### src/rtl/tnn_frame_sequencer_if.sv
// Feature-stream and result handshake bundle for tnn_frame_sequencer.
// The slave modport is the sequencer's view; master is the stream source / result sink.
interface tnn_frame_sequencer_if #(
  parameter int unsigned FEAT_W = 2
) ();
  logic [FEAT_W-1:0] s_feat;
  logic              s_last;
  logic              s_valid;
  logic              s_ready;
  logic              m_class;
  logic              m_valid;
  logic              m_ready;

  modport master (
    output s_feat,
    output s_last,
    output s_valid,
    input  s_ready,
    input  m_class,
    input  m_valid,
    output m_ready
  );

  modport slave (
    input  s_feat,
    input  s_last,
    input  s_valid,
    output s_ready,
    output m_class,
    output m_valid,
    input  m_ready
  );
endinterface

### src/rtl/tnn_frame_sequencer.sv
// Collects one sample of NUM_FEAT features, holds them on a combinational classifier core
// for SETTLE_CYCLES, then returns the class bit. Define TNN_SEQ_STATS_EN to build counters.
module tnn_frame_sequencer #(
  parameter int unsigned FEAT_W        = 2,
  parameter int unsigned NUM_FEAT      = 5,
  parameter int unsigned SETTLE_CYCLES = 1,
  parameter int unsigned CNT_W         = 16
) (
  input  logic                         clk,
  input  logic                         rst_n,
  tnn_frame_sequencer_if.slave         bus,
  output logic [NUM_FEAT*FEAT_W-1:0]   cls_feat,
  input  logic                         cls_out,
  output logic                         frame_err,
  input  logic                         stat_clr,
  output logic [CNT_W-1:0]             stat_frames,
  output logic [CNT_W-1:0]             stat_pos,
  output logic [CNT_W-1:0]             stat_err
);

  localparam int unsigned IdxW = (NUM_FEAT > 1) ? $clog2(NUM_FEAT) : 1;
  localparam int unsigned SetW = 4;
  localparam int unsigned FW   = NUM_FEAT * FEAT_W;
  localparam logic [IdxW-1:0] LastIdx = IdxW'(NUM_FEAT - 1);

  typedef enum logic [1:0] {
    StCollect,
    StDiscard,
    StSettle,
    StOutput
  } state_e;

  state_e          state_q, state_d;
  logic [IdxW-1:0] idx_q, idx_d;
  logic [SetW-1:0] cnt_q, cnt_d;
  logic [FW-1:0]   feat_q, feat_d;
  logic            m_valid_q, m_valid_d;
  logic            m_class_q, m_class_d;
  logic            frame_err_q, frame_err_d;

  assign bus.s_ready = (state_q == StCollect) || (state_q == StDiscard);
  assign bus.m_valid = m_valid_q;
  assign bus.m_class = m_class_q;
  assign cls_feat    = feat_q;
  assign frame_err   = frame_err_q;

  always_comb begin
    state_d     = state_q;
    idx_d       = idx_q;
    cnt_d       = cnt_q;
    feat_d      = feat_q;
    m_valid_d   = m_valid_q;
    m_class_d   = m_class_q;
    frame_err_d = 1'b0;
    unique case (state_q)
      StCollect: begin
        if (bus.s_valid) begin
          for (int unsigned k = 0; k < NUM_FEAT; k++) begin
            if (idx_q == IdxW'(k)) feat_d[k*FEAT_W +: FEAT_W] = bus.s_feat;
          end
          if (idx_q == LastIdx) begin
            idx_d = '0;
            if (bus.s_last) begin
              cnt_d   = SetW'(SETTLE_CYCLES - 1);
              state_d = StSettle;
            end else begin
              // Sample too long: the slots keep beats 0..NUM_FEAT-1, the rest is dropped.
              frame_err_d = 1'b1;
              state_d     = StDiscard;
            end
          end else if (bus.s_last) begin
            frame_err_d = 1'b1;
            idx_d       = '0;
          end else begin
            idx_d = idx_q + IdxW'(1);
          end
        end
      end
      StDiscard: begin
        if (bus.s_valid && bus.s_last) state_d = StCollect;
      end
      StSettle: begin
        if (cnt_q == '0) begin
          m_class_d = cls_out;
          m_valid_d = 1'b1;
          state_d   = StOutput;
        end else begin
          cnt_d = cnt_q - SetW'(1);
        end
      end
      StOutput: begin
        if (bus.m_ready) begin
          m_valid_d = 1'b0;
          state_d   = StCollect;
        end
      end
      default: state_d = StCollect;
    endcase
  end

  always_ff @(posedge clk or negedge rst_n) begin
    if (!rst_n) begin
      state_q     <= StCollect;
      idx_q       <= '0;
      cnt_q       <= '0;
      feat_q      <= '0;
      m_valid_q   <= 1'b0;
      m_class_q   <= 1'b0;
      frame_err_q <= 1'b0;
    end else begin
      state_q     <= state_d;
      idx_q       <= idx_d;
      cnt_q       <= cnt_d;
      feat_q      <= feat_d;
      m_valid_q   <= m_valid_d;
      m_class_q   <= m_class_d;
      frame_err_q <= frame_err_d;
    end
  end

`ifdef TNN_SEQ_STATS_EN
  logic [CNT_W-1:0] frames_q, frames_d;
  logic [CNT_W-1:0] pos_q, pos_d;
  logic [CNT_W-1:0] err_q, err_d;
  logic             res_hs;

  assign res_hs = m_valid_q && bus.m_ready;

  always_comb begin
    frames_d = frames_q;
    pos_d    = pos_q;
    err_d    = err_q;
    if (stat_clr) begin
      frames_d = '0;
      pos_d    = '0;
      err_d    = '0;
    end else begin
      if (res_hs && (frames_q != '1)) frames_d = frames_q + CNT_W'(1);
      if (res_hs && m_class_q && (pos_q != '1)) pos_d = pos_q + CNT_W'(1);
      // Counted as the pulse is launched so it lands on the same edge as frame_err.
      if (frame_err_d && (err_q != '1)) err_d = err_q + CNT_W'(1);
    end
  end

  always_ff @(posedge clk or negedge rst_n) begin
    if (!rst_n) begin
      frames_q <= '0;
      pos_q    <= '0;
      err_q    <= '0;
    end else begin
      frames_q <= frames_d;
      pos_q    <= pos_d;
      err_q    <= err_d;
    end
  end

  assign stat_frames = frames_q;
  assign stat_pos    = pos_q;
  assign stat_err    = err_q;
`else
  logic unused_stat_clr;
  assign unused_stat_clr = stat_clr;
  assign stat_frames     = '0;
  assign stat_pos        = '0;
  assign stat_err        = '0;
`endif

endmodule

### src/flat_wrapper.sv
// flat-port wrapper written by rule: the top's interface ports become plain ports
module tnn_frame_sequencer_flat 
#(
  parameter int unsigned FEAT_W        = 2,
  parameter int unsigned NUM_FEAT      = 5,
  parameter int unsigned SETTLE_CYCLES = 1,
  parameter int unsigned CNT_W         = 16
)
  (clk, rst_n, cls_feat, cls_out, frame_err, stat_clr, stat_frames, stat_pos, stat_err, bus_s_feat, bus_s_last, bus_s_valid, bus_s_ready, bus_m_class, bus_m_valid, bus_m_ready);
  tnn_frame_sequencer_if #(.FEAT_W(FEAT_W)) bus_i ();
  input  logic clk;
  input  logic rst_n;
  output logic [NUM_FEAT*FEAT_W-1:0] cls_feat;
  input  logic cls_out;
  output logic frame_err;
  input  logic stat_clr;
  output logic [CNT_W-1:0] stat_frames;
  output logic [CNT_W-1:0] stat_pos;
  output logic [CNT_W-1:0] stat_err;
  input wire logic [$bits(bus_i.s_feat)-1:0] bus_s_feat;
  input wire logic [$bits(bus_i.s_last)-1:0] bus_s_last;
  input wire logic [$bits(bus_i.s_valid)-1:0] bus_s_valid;
  output wire logic [$bits(bus_i.s_ready)-1:0] bus_s_ready;
  output wire logic [$bits(bus_i.m_class)-1:0] bus_m_class;
  output wire logic [$bits(bus_i.m_valid)-1:0] bus_m_valid;
  input wire logic [$bits(bus_i.m_ready)-1:0] bus_m_ready;
  assign bus_i.s_feat = bus_s_feat;
  assign bus_i.s_last = bus_s_last;
  assign bus_i.s_valid = bus_s_valid;
  assign bus_s_ready = bus_i.s_ready;
  assign bus_m_class = bus_i.m_class;
  assign bus_m_valid = bus_i.m_valid;
  assign bus_i.m_ready = bus_m_ready;
  tnn_frame_sequencer #(.FEAT_W(FEAT_W), .NUM_FEAT(NUM_FEAT), .SETTLE_CYCLES(SETTLE_CYCLES), .CNT_W(CNT_W)) u_core (.clk(clk), .rst_n(rst_n), .bus(bus_i), .cls_feat(cls_feat), .cls_out(cls_out), .frame_err(frame_err), .stat_clr(stat_clr), .stat_frames(stat_frames), .stat_pos(stat_pos), .stat_err(stat_err));
endmodule
### config.mk
export PLATFORM = sky130hd
export DESIGN_NAME = tnn_frame_sequencer_flat
export DESIGN_NICKNAME = d
export VERILOG_FILES = /design/src/rtl/tnn_frame_sequencer_if.sv /design/src/rtl/tnn_frame_sequencer.sv /design/src/flat_wrapper.sv
export SDC_FILE = /design/constraint.sdc
export NUM_CORES = 1
export LEC_CHECK = 0
export ABC_CLOCK_PERIOD_IN_PS = 2060
export BUFFER_PORTS_ARGS = -buffer_cell sky130_fd_sc_hd__buf_2
export CAP_MARGIN = 20
export CORE_ASPECT_RATIO = 1.5
export CORE_MARGIN = 2
export CORE_UTILIZATION = 46
export CTS_CLUSTER_DIAMETER = 40
export DETAILED_ROUTE_END_ITERATION = 16
export HOLD_SLACK_MARGIN = 0.02
export PLACE_DENSITY = 0.79
export SYNTH_ARGS = -nofsm -noshare
export SYNTH_HDL_FRONTEND = slang
export SYNTH_SLANG_ARGS = --single-unit
export TNS_END_PERCENT = 30
### constraint.sdc
create_clock -name clk -period 2.06 [get_ports clk]
set_input_delay 0.103 -clock clk [delete_from_list [all_inputs] [get_ports clk]]
set_output_delay 0.103 -clock clk [all_outputs]
set_load 0.02 [all_outputs]
* After elaboration in Yosys (flattened, before gate mapping)
Cells that the tools add are included.
Operators by class: eq/ne operators 14, $add $sub $neg 2, mux-type cells 22, reductions and logical operators 17
Operators by type and width (count):
- $reduce_and A3 Y1 | 6
- $mux W4 | 4
- $mux W2 | 6
- $ne A2 B2 Y1 const B | 6
- $reduce_and A5 Y1 | 2
- $pmux W2 S4 | 1
- $pmux W4 S2 | 1
- $mux W1 | 7
- $eq A3 B2 Y1 const B | 2
- $mux W3 | 2
- $eq A2 B2 Y1 const B | 2
- $logic_not A4 Y1 | 1
- $reduce_and A2 Y1 | 2
- $reduce_bool A2 Y1 | 2
- $sub A4 B1 Y4 const B | 1
- $add A3 B1 Y3 const B | 1
- $eq A3 B1 Y1 const B | 1
- $eq A3 B3 Y1 const B | 1
- $logic_not A3 Y1 | 1
- $eq A2 B1 Y1 const B | 1
- $logic_not A2 Y1 | 1
- $ne A2 B1 Y1 const B | 1
- $pmux W1 S2 | 1
- $logic_and A1 B1 Y1 | 1
- $logic_or A1 B1 Y1 | 1
Storage, ports and cells: output and inout port bits 62, register bits after elaboration 22, word-level logic and storage cells 66, input bits 9

* Longest topological paths before layout
Gate-level depths: netlist (run 1).
word-level depth 4, gate-level depth with buffers 5, depth with buffers taken out 5

* Worst setup path after synthesis (run 1)
OpenSTA, ideal clock, no wires.
path type reg2reg, from register u_core.cnt_q[0], to register u_core.m_class_q (netlist: u_core.bus.m_class), stages on the path, launching flop included 6, buffers on the path 0, library setup time 0.125 ns, setup slack 0.296 ns, arrival 1.639 ns, required time 1.935 ns, period minus slack after synthesis 1.764 ns, path through dfrtp_1 inv_1 ha_1 or3b_4 or3_1 mux2_4
On the way: longest elaborated chain between the ends 2
Ends and longest elaborated chain:
- start: declaration | line tnn_frame_sequencer.sv:35 | logic [SetW-1:0] cnt_q, cnt_d;
- start signal: assignment | line tnn_frame_sequencer.sv:113 | cnt_q <= cnt_d;
- $logic_not A4 Y1 | line tnn_frame_sequencer.sv:83 | if (cnt_q == '0) begin
- $reduce_and A2 Y1 (no line)
- end signal: assignment | line tnn_frame_sequencer.sv:116 | m_class_q <= m_class_d;
- end: declaration | line tnn_frame_sequencer.sv:38 | logic m_class_q, m_class_d;
Every way passes these cells. A chain may end at the register's enable or synchronous reset.

* Worst setup path after layout (run 1)
Same ends and word-level chain as after synthesis.

==> metrics, run 1 <==
Fillers=333; yosys warns=0; antenna-violating nets left=0; die width=50.5 um; I/O Buffers=21; placed cells=212; CP top delay family=simple AND/OR/NAND/NOR gates; RSZ-0062 raised after global routing=false; Tcrit/Tclk final=0.893; final critical-path required period=1.84 ns; via count=964; DRC viols=0; final worst slack=0.221 ns; total CTS buffers=3; fin cells=216; H-tree depth=1; clock skew=0.00252 ns; initial antenna violation count=0; global-route usage over all layers=0.129; overall power=1840 uW; synthesized area per cell=9.86 sq um; pwr dens=1200 mW/mm^2; MaxCap Viol Count=0; Clk pin slew, worst setup/hold paths=0.07 ns; crit path DAT=1.98 ns; n_diodes=0; Ports=71; Fin Setup TNS=0 ns; CP endpoint kind=flip-flop; Synth Register Bits=22; Die H=73.7 um; CTS Root Cell=clkbuf_8; Post-CTS Setup Inserts=0; Worst Path Max Fanout=6; status=complete, no violations; Final Hold Fails=0; final setup fails=0; Mapped Cells=151; fin. max-slew vios=0; cell area after synthesis=0.00149 sq mm; Clock Path Buffers=2; Worst-Skew Late Latency=0.25 ns; Cell variety after synth=34; Fmax=0.544 GHz; initial DRC count=5; post-place setup slack=0.236 ns; layout cells sized above 1=0.239; worst-path cell chain=inv_1 > ha_1 > or3b_4 > or3_1 > mux2_4; CTS tree=built; Initial Util=0.476; Lkg Pwr=0.000793 uW; Area growth syn-to-layout=2.69%; Clock Sinks=22; largest net degree at the start of global routing=23; Startpoint Class=flip-flop; Placer Congestion=0.743; Peak VDD IR=0.464 mV; number of nets in the layout=194; Via density=4.46; final WL=2300 um; Crit Path Class=flip-flop to flip-flop; CP max-delay cell=dfrtp_1; drt first pass iters=4; first-pass GRT wire length=3700 um; Total Die Area=0.00372 sq mm; commonest cells after routing, fill and taps aside=conb_1, dfrtp_1, buf_2, mux2_2, nand2_1; Buf/Inv on CP=1; Seq/Total Area, Yosys=0.370; vias in the first global route=851; commonest non-fill, non-tap cell in the layout=conb_1; core box area=0.00313 sq mm; Required @ worst endpoint=2.20 ns; wire per inst=10.7 um; post-detail-place hpwl=1820 um; standard-cell rows=25; Overflow after GRT=0; post_cts resized=0; crit-path max cell delay=0.43 ns; Min-Delay Path Class=primary input to flip-flop
-- routing by layer --
metal | vias to the layer above | share of wire | routed length [um] | track usage
met3 | 4 | 0.076 | 174 | 0.0183
met5 | - | 0 | 0 | 0
met4 | 0 | 0.010 | 23 | 0.0450
li1 | 468 | - | - | -
met1 | 448 | 0.38 | 881 | 0.138
met2 | 44 | 0.53 | 1220 | 0.253
-- cell type report --
type	instances	area [sq um]	share of cell area
Sequential cell	22	551	0.360
Timing Repair Buffer	26	145	0.0949
Tap cell	40	50.0	0.0327
Multi-Input combinational cell	118	716	0.468
Clock buffer	3	41.3	0.0270
Inverter	7	26.3	0.0172
-- sequential cells by signal, indices dropped and copies added (netlist names) --
| register | cells |
|---|---|
| u_core.bus.m_class | 1 |
| u_core.cls_feat | 10 |
| u_core.bus.m_valid | 1 |
| u_core.frame_err | 1 |
| u_core.state_q | 2 |
| u_core.cnt_q | 4 |
| u_core.idx_q | 3 |
-- worst paths after layout --
check,cells past startpoint,end,from,slack [ns]
worst max-delay path,5,u_core.bus.m_class$_DFFE_PN0P_,u_core.cnt_q[0]$_DFFE_PN0P_,0.22
worst min-delay path,2,u_core.state_q[0]$_DFFE_PN0P_,bus_m_ready,0.06
worst max register to register,5,u_core.bus.m_class$_DFFE_PN0P_,u_core.cnt_q[0]$_DFFE_PN0P_,0.22
worst min register to register,1,u_core.cls_feat[3]$_DFFE_PN0P_,u_core.cls_feat[3]$_DFFE_PN0P_,0.50
max in group asynchronous,2,u_core.cls_feat[1]$_DFFE_PN0P_,rst_n,1.38
min in group asynchronous,2,u_core.cls_feat[3]$_DFFE_PN0P_,rst_n,0.34
-- stage by stage --
stage | area [sq um] | hold WS (ns) | util
after floorplan | 1670 | -0.193 | -
after global placement | 1480 | 0.0920 | 0.472
after detailed placement | 1480 | 0.0917 | 0.472
after CTS | 1530 | 0.0612 | 0.489
after global routing | 1530 | 0.0711 | 0.489
final | 1530 | 0.0618 | 0.489
-- cells by family after synthesis --
| kind of cell | after synthesis | synth area share |
|---|---|---|
| fa+ha+maj | 7 | 0.0588 |
| buf+inv | 58 | 0.268 |
| other cells | 1 | 0.00252 |
| xor+xnor | 1 | 0.00588 |
| simple gates | 36 | 0.140 |
| flops | 22 | 0.370 |
| compound gates | 14 | 0.0622 |
| mux | 12 | 0.0924 |
-- power breakdown --
group	switching [uW]	leakage (uW)	total [uW]	internal (uW)
logic	501	0.000507	849	348
clock network	126	0.0000216	256	130
registers	134	0.000264	732	597
total	761	0.000793	1840	1080
-- synth_stat cells --
cell type,n,area share
buf_4,48,0.24
dfrtp_1,22,0.37
mux2_2,10,0.076
nand2_1,10,0.025
ha_1,7,0.059
inv_1,7,0.018
nand3_1,5,0.017
o21ai_0,4,0.013
nand4_1,3,0.013
nor3b_1,3,0.015
a21oi_1,2,0.0067
and2_1,2,0.0084
clkbuf_1,2,0.0050
nor2_1,2,0.0050
nor2b_1,2,0.0084
nor3_1,2,0.0067
o22ai_1,2,0.0084
or3b_4,2,0.015
a221oi_1,1,0.0059
a311oi_1,1,0.0059
a32oi_1,1,0.0059
a41oi_1,1,0.0059
clkbuf_2,1,0.0034
conb_1,1,0.0025
mux2_4,1,0.010
mux2i_1,1,0.0067
nand2b_1,1,0.0042
nor4b_1,1,0.0059
o211a_1,1,0.0067
o21ai_1,1,0.0034
or3_1,1,0.0042
or3_4,1,0.0076
or4_1,1,0.0050
xnor2_1,1,0.0059
-- what timing repair did --
action / CTS / global route
endpoints found under the hold margin: 22 / 0
endpoints found under the setup margin: 0 / 0
hold buffers: 1 / 0
Note: power is estimated with default switching activity, not from simulation.
==> run 2, diff against run 1 <==
ABC_AREA = 1   (was unset)
PLACE_DENSITY = 0.8   (was 0.79)
RECOVER_POWER = 100   (was unset)
==> run 2 against run 1 <==
Clock power rose by 57%. Synthesized cell count grew 18%. Sequential cell count unchanged. Final cell count increased by 13%. Clock-buffer cell count stayed put. Worst setup slack improved by 0.39 ns. Critical path depth unchanged. Utilization is 1.2 points lower. Synthesized area down 1.5%. Non-clock buffer count fell by 4. Maximum frequency is 27% higher. Via count up 8.5%. Critical endpoint is now u_core.cls_feat[7]$_DFFE_PN0P_.
==> metrics, run 2 <==
status=complete, no violations (unchanged); hold_ws=0.0734 ns (was 0.0618 ns); Total Die Area=0.00366 sq mm (was 0.00372 sq mm); yosys warns=0 (unchanged); pwr dens=1420 mW/mm^2 (was 1200 mW/mm^2); Clock Sinks=22 (unchanged); final critical-path required period=1.45 ns (was 1.84 ns); clock network power share=0.193 (was 0.139); commonest cells after routing, fill and taps aside=conb_1, nand2_1, dfrtp_1, inv_1, clkbuf_1 (was conb_1, dfrtp_1, buf_2, mux2_2, nand2_1); final setup fails=0 (unchanged); DRC viols=0 (unchanged); MaxCap Viol Count=0 (unchanged); Placer Congestion=0.825 (was 0.743); Worst Tran Pin Value=1.13 ns; Synth top area share=0.375 (was 0.370); commonest non-fill, non-tap cell in the layout=conb_1 (unchanged); internal power=1160 uW (was 1080 uW); synthesized area per cell=8.24 sq um (was 9.86 sq um); standard-cell rows=25 (unchanged); Synth Flop Type=dfrtp_1 (unchanged); CP top delay family=simple AND/OR/NAND/NOR gates (unchanged); Flop pwr share=0.360 (was 0.398); Initial Util=0.474 (was 0.476); Relative slew margins=0.245; n_diodes=0 (unchanged); Seq/Total Area, Yosys=0.375 (was 0.370); CTS Root Cell=clkbuf_8 (unchanged); vias in the first global route=892 (was 851); Crit path depth=5 (unchanged); Post-CTS Setup Inserts=0 (unchanged); I/O Buffers=21 (unchanged); Peak VDD IR=0.759 mV (was 0.464 mV); Worst-Skew Late Latency=0.27 ns (was 0.25 ns); Overflow after GRT=0 (unchanged); crit path DAT=1.63 ns (was 1.98 ns); final WL=2280 um (was 2300 um); via count=1046 (was 964); Worst Path Max Fanout=7 (was 6); crit path from=u_core.state_q[1]$_DFFE_PN0P_ (was u_core.cnt_q[0]$_DFFE_PN0P_); Post-synth EDFFs=0 (unchanged); Fin Setup TNS=0 ns (unchanged); initial antenna violation count=0 (unchanged); core box area=0.00310 sq mm (was 0.00313 sq mm); sw frac=0.446 (was 0.414); synth top area cells=dfrtp_1, buf_4, nand2_1, ha_1, nand3_1 (was dfrtp_1, buf_4, mux2_2, ha_1, nand2_1); drt first pass iters=4 (unchanged); crit-path max cell delay=0.46 ns (was 0.43 ns); Synth Register Bits=22 (unchanged); clock skew=0.00500 ns (was 0.00252 ns); Comb power frac=0.448 (was 0.462); RSZ-0062 raised after global routing=false (unchanged); Clk pin slew, worst setup/hold paths=0.08 ns (was 0.07 ns); fin. max-slew vios=0 (unchanged); FFs w/ async S/R, synth=1.00 (unchanged); FF-to-FF Start=u_core.state_q[1]$_DFFE_PN0P_ (was u_core.cnt_q[0]$_DFFE_PN0P_); largest net degree at the start of global routing=23 (unchanged); CTS tree=built (unchanged); CP max-delay cell=dfrtp_1 (unchanged); die width=50.1 um (was 50.5 um); Die H=73.2 um (was 73.7 um); layout cells sized above 1=0.0690 (was 0.239); Min-Delay Path Class=primary input to flip-flop (unchanged); Fmax=0.690 GHz (was 0.544 GHz); area leader, netlist=dfrtp_1 (unchanged); flop-to-flop setup slack=0.61 ns (was 0.22 ns); worst-path cell chain=nor2_1 > nand2_2 > clkinvlp_2 > nand2_1 > o21ai_0 (was inv_1 > ha_1 > or3b_4 > or3_1 > mux2_4); synth cell count leaders=buf_4, nand2_1, dfrtp_1 (was buf_4, dfrtp_1, mux2_2, nand2_1); Tcrit/Tclk final=0.703 (was 0.893); wire per inst=9.39 um (was 10.7 um); antenna-violating nets left=0 (unchanged); initial DRC count=10 (was 5); first-pass GRT wire length=3530 um (was 3700 um); Sw Pwr=933 uW (was 761 uW); hold path depth=3 (was 2); H-tree depth=1 (unchanged); Via density=4.30 (was 4.46); fin util=0.477 (was 0.489); post-detail-place hpwl=1820 um (about the same); Final Hold Fails=0 (unchanged); global-route usage over all layers=0.129 (about the same); count leader, synth=buf_4 (unchanged); Required @ worst endpoint=2.24 ns (was 2.20 ns); min-delay src=cls_out (was bus_m_ready); Ports=71 (unchanged); Startpoint Class=flip-flop (unchanged); Area growth syn-to-layout=0.768% (was 2.69%); total CTS buffers=3 (unchanged); number of nets in the layout=220 (was 194); Mapped Cells=178 (was 151); cell area after synthesis=0.00147 sq mm (was 0.00149 sq mm); Lkg Pwr=0.000803 uW (was 0.000793 uW); post_cts resized=0 (unchanged); Buf/Inv on CP=1 (unchanged); Largest register FFs=10 (unchanged); Cell variety after synth=21 (was 34); Clock Path Buffers=2 (unchanged); worst reg-to-reg path cell count=5 (unchanged); CP endpoint kind=flip-flop (unchanged); Crit Path Class=flip-flop to flip-flop (unchanged)
-- run 2: cell count changes after synthesis, sizes merged, moves of 3 or more --
cell,previous run,this run
mux2,11,0
o21ai,5,14
nor3b,3,0
nor2,2,12
nand2,10,37
inv,7,15
clkbuf,3,0
nand3,5,14
-- run 2: layout make-up --
cell class | instances | area (sq um)
fill | 321 | 1620
multi-input combinational | 139 | 648
sequential | 22 | 551
timing repair buffer | 22 | 96.3
inverter | 16 | 61.3
tap | 40 | 50.0
clock buffer | 3 | 41.3
clock inverter | 1 | 30.0
-- run 2: cells by family after synthesis --
group / after synthesis / share of synthesized area
adders and majority gates: 7 / 0.0597
buffers and inverters: 64 / 0.288
xor gates and xnor gates: 1 / 0.00597
and+or+nand+nor: 65 / 0.206
AOI/OAI and AO/OA: 18 / 0.0623
DFF: 22 / 0.375
other: 1 / 0.00256
-- run 2: repair_timing --
action	in CTS	in global routing
endpoints found under the setup margin	0	0
endpoints found under the hold margin	22	0
hold buffers	1	0
-- run 2: final timing paths --
check | to
worst max-delay path | u_core.cls_feat[7]$_DFFE_PN0P_
worst min-delay path | u_core.bus.m_class$_DFFE_PN0P_
worst max register to register | u_core.cls_feat[7]$_DFFE_PN0P_
worst min register to register | u_core.cls_feat[4]$_DFFE_PN0P_
max in group asynchronous | u_core.cnt_q[0]$_DFFE_PN0P_
min in group asynchronous | u_core.cls_feat[2]$_DFFE_PN0P_
-- run 2: per-layer routing --
| layer | vias to the layer above | wire [um] | track usage |
|---|---|---|---|
| li1 | 514 | - | - |
| met1 | 471 | 872 | 0.138 |
| met2 | 49 | 1150 | 0.219 |
| met3 | 12 | 167 | 0.0307 |
| met4 | 0 | 88 | 0.0895 |
| met5 | - | 0 | 0 |
-- run 2: stage by stage --
| step | total power, uW | area, sq um | instances | setup slack [ns] |
|---|---|---|---|---|
| after floorplan | 1590 | 1640 | 225 | 0.815 |
| after global placement | 1750 | 1440 | 238 | 0.666 |
| after detailed placement | 1780 | 1440 | 238 | 0.646 |
| after CTS | 2190 | 1520 | 243 | 0.629 |
| after global routing | 2290 | 1480 | 243 | 0.443 |
| final | 2090 | 1480 | 243 | 0.611 |
-- run 2: power by group through the flow --
stage | Combinational, uW | Clock (uW) | Sequential (uW)
finish | 936 | 403 | 753
global route | 1070 | 434 | 779
CTS | 1020 | 412 | 765
detailed placement | 1010 | 0 | 773
global placement | 983 | 0 | 767
floorplan | 698 | 0 | 890
-- run 2: worst register-to-register path, stage by stage, from the launching register on --
cell	delay, ns
dfrtp_1	0.46
nor2_1	0.25
nand2_2	0.11
clkinvlp_2	0.19
nand2_1	0.14
o21ai_0	0.21
==> run 3, diff against run 2 <==
ABC_CLOCK_PERIOD_IN_PS = 1300   (was 2060)
CORE_UTILIZATION = 41   (was 46)
PLACE_DENSITY = 0.75   (was 0.8)
clock period = 1.3 ns   (was 2.06 ns; I/O delays follow)
==> run 3 against run 2 <==
Via count grew 3.5%. Register-to-register slack worse by 0.51 ns. Final area grew 11%. Sequential power is 58% higher. Largest power group unchanged. Critical endpoint unchanged. Worst setup slack got worse by 0.51 ns.
==> metrics, run 3 (synthesized netlist as in run 2, its figures left out) <==
drt first pass iters=4 (unchanged); Min-Delay Path Class=primary input to flip-flop (unchanged); overall power=3780 uW (was 2090 uW); CTS Root Cell=clkbuf_8 (unchanged); hold_ws=0.0368 ns (was 0.0734 ns); crit path from=u_core.idx_q[0]$_DFFE_PN0P_ (was u_core.state_q[1]$_DFFE_PN0P_); final worst slack=0.102 ns (was 0.611 ns); Post-DP Area=0.00149 sq mm (was 0.00144 sq mm); Overflow after GRT=0 (unchanged); sw frac=0.436 (was 0.446); Worst-Skew Late Latency=0.26 ns (was 0.27 ns); Ports=71 (unchanged); Area growth syn-to-layout=11.4% (was 0.768%); pwr dens=2320 mW/mm^2 (was 1420 mW/mm^2); Via density=4.21 (was 4.30); DRC viols=0 (unchanged); Clock Path Buffers=2 (unchanged); post-route cell area=0.00163 sq mm (was 0.00148 sq mm); flop-to-flop setup slack=0.10 ns (was 0.61 ns); wire per inst=9.34 um (was 9.39 um); global-route usage over all layers=0.125 (was 0.129); Clock Sinks=22 (unchanged); crit path DAT=1.34 ns (was 1.63 ns); I/O Buffers=21 (unchanged); internal power=2140 uW (was 1160 uW); largest net degree at the start of global routing=23 (unchanged); fin. max-slew vios=0 (unchanged); Total Die Area=0.00408 sq mm (was 0.00366 sq mm); RSZ-0062 raised after global routing=true (was false); H-tree depth=1 (unchanged); Lkg Pwr=0.000878 uW (was 0.000803 uW); commonest non-fill, non-tap cell in the layout=conb_1 (unchanged); Worst Path Max Fanout=4 (was 7); Peak VDD IR=1.28 mV (was 0.759 mV); MaxCap Viol Count=0 (unchanged); post-place setup slack=-0.00904 ns (was 0.646 ns); CP endpoint kind=flip-flop (unchanged); Placer Congestion=0.762 (was 0.825); Fin Setup TNS=0 ns (unchanged); die width=52.8 um (was 50.1 um); Comb power frac=0.518 (was 0.448); post-detail-place hpwl=1820 um (about the same); Final Hold Fails=0 (unchanged); vias in the first global route=936 (was 892); clock skew=0.00282 ns (was 0.00500 ns); worst reg-to-reg path cell count=5 (unchanged); Worst Tran Pin Value=0.561 ns (was 1.13 ns); crit path to=u_core.cls_feat[7]$_DFFE_PN0P_ (unchanged); n_diodes=0 (unchanged); standard-cell rows=26 (was 25); core box area=0.00342 sq mm (was 0.00310 sq mm); Clk pin slew, worst setup/hold paths=0.08 ns (about the same); final critical-path required period=1.20 ns (was 1.45 ns); Flop pwr share=0.315 (was 0.360); FF-to-FF End=u_core.cls_feat[7]$_DFFE_PN0P_ (unchanged); antenna-violating nets left=0 (unchanged); Fmax=0.835 GHz (was 0.690 GHz); Crit Path Class=flip-flop to flip-flop (unchanged); initial DRC count=48 (was 10); Die H=77.2 um (was 73.2 um); Required @ worst endpoint=1.44 ns (was 2.24 ns); Largest register FFs=10 (unchanged); via count=1083 (was 1046); CTS tree=built (unchanged); Initial Util=0.429 (was 0.474); Sw Pwr=1650 uW (was 933 uW); Startpoint Class=flip-flop (unchanged); number of nets in the layout=232 (was 220); total CTS buffers=3 (unchanged); layout cells sized above 1=0.191 (was 0.0690); clock network power share=0.167 (was 0.193); first-pass GRT wire length=4020 um (was 3530 um); Relative slew margins=0.626 (was 0.245); Tcrit/Tclk final=0.922 (was 0.703); initial antenna violation count=0 (unchanged); final setup fails=0 (unchanged); FF-to-FF Start=u_core.idx_q[0]$_DFFE_PN0P_ (was u_core.state_q[1]$_DFFE_PN0P_); commonest cells after routing, fill and taps aside=conb_1, nand2_1, dfrtp_1, clkbuf_1, buf_4 (was conb_1, nand2_1, dfrtp_1, inv_1, clkbuf_1); final WL=2400 um (was 2280 um); status=complete, no violations (unchanged)
==> run 3: changes by cell type in the layout (fill, tap and decap cells not counted), moves of 3 or more <==
| cell | before | now |
|---|---|---|
| buf_4 | 0 | 12 |
| inv_1 | 15 | 11 |
| inv_2 | 0 | 4 |
| nand3_1 | 13 | 10 |
==> run 3: final cells by class <==
class,instances,area (sq um)
Clock inverter,1,30.0
Clock buffer,3,41.3
Tap cell,42,52.6
Timing Repair Buffer,34,189
Fill cell,350,1780
Inverter,16,61.3
Sequential cell,22,552
Multi-Input combinational cell,139,708
==> run 3: what timing repair did <==
item                       in CTS  in global routing
setup endpoints to repair       4                 18
hold endpoints to repair       22                  0
gates resized for setup         1                 12
pin swaps                       0                  2
hold buffers                    1                  0
setup buffers                   0                  5
==> run 3: metal layers <==
metal,global-route usage,share of wire
met5,0,0
met4,0.0308,0.0021
met3,0.0175,0.079
met2,0.215,0.53
met1,0.160,0.39
==> run 3: power by group through the flow <==
stage | logic (uW) | registers, uW | clock network, uW
finish | 1960 | 1190 | 631
global route | 2220 | 1230 | 673
CTS | 1800 | 1170 | 651
detailed placement | 1780 | 1190 | 0
global placement | 1730 | 1180 | 0
floorplan | 1110 | 1410 | 0
==> run 3: worst min path at each step <==
stage | start | endpoint | slack [ns] | cells after the start
3_5_place_dp | rst_n | u_core.cls_feat[3]$_DFFE_PN0P_ | 0.06 | 1
2_1_floorplan | rst_n | u_core.bus.m_class$_DFFE_PN0P_ | -0.23 | 0
6_report | cls_out | u_core.bus.m_class$_DFFE_PN0P_ | 0.04 | 3
5_1_grt | cls_out | u_core.bus.m_class$_DFFE_PN0P_ | 0.05 | 3
4_1_cts | cls_out | u_core.bus.m_class$_DFFE_PN0P_ | 0.04 | 3
3_3_place_gp | rst_n | u_core.cls_feat[2]$_DFFE_PN0P_ | 0.06 | 1
==> run 3: critical path, cell delays in order, from the launching register on <==
cell	delay (ns)
dfrtp_1	0.39
buf_4	0.15
ha_1	0.19
ha_1	0.17
nand2_1	0.10
o21ai_0	0.08
==> run 3: stage by stage <==
stage               std cells  utilization
detailed placement        247        0.437
finish                    257        0.478
global placement          247        0.437
floorplan                 225            -
CTS                       252        0.462
global route              257        0.478
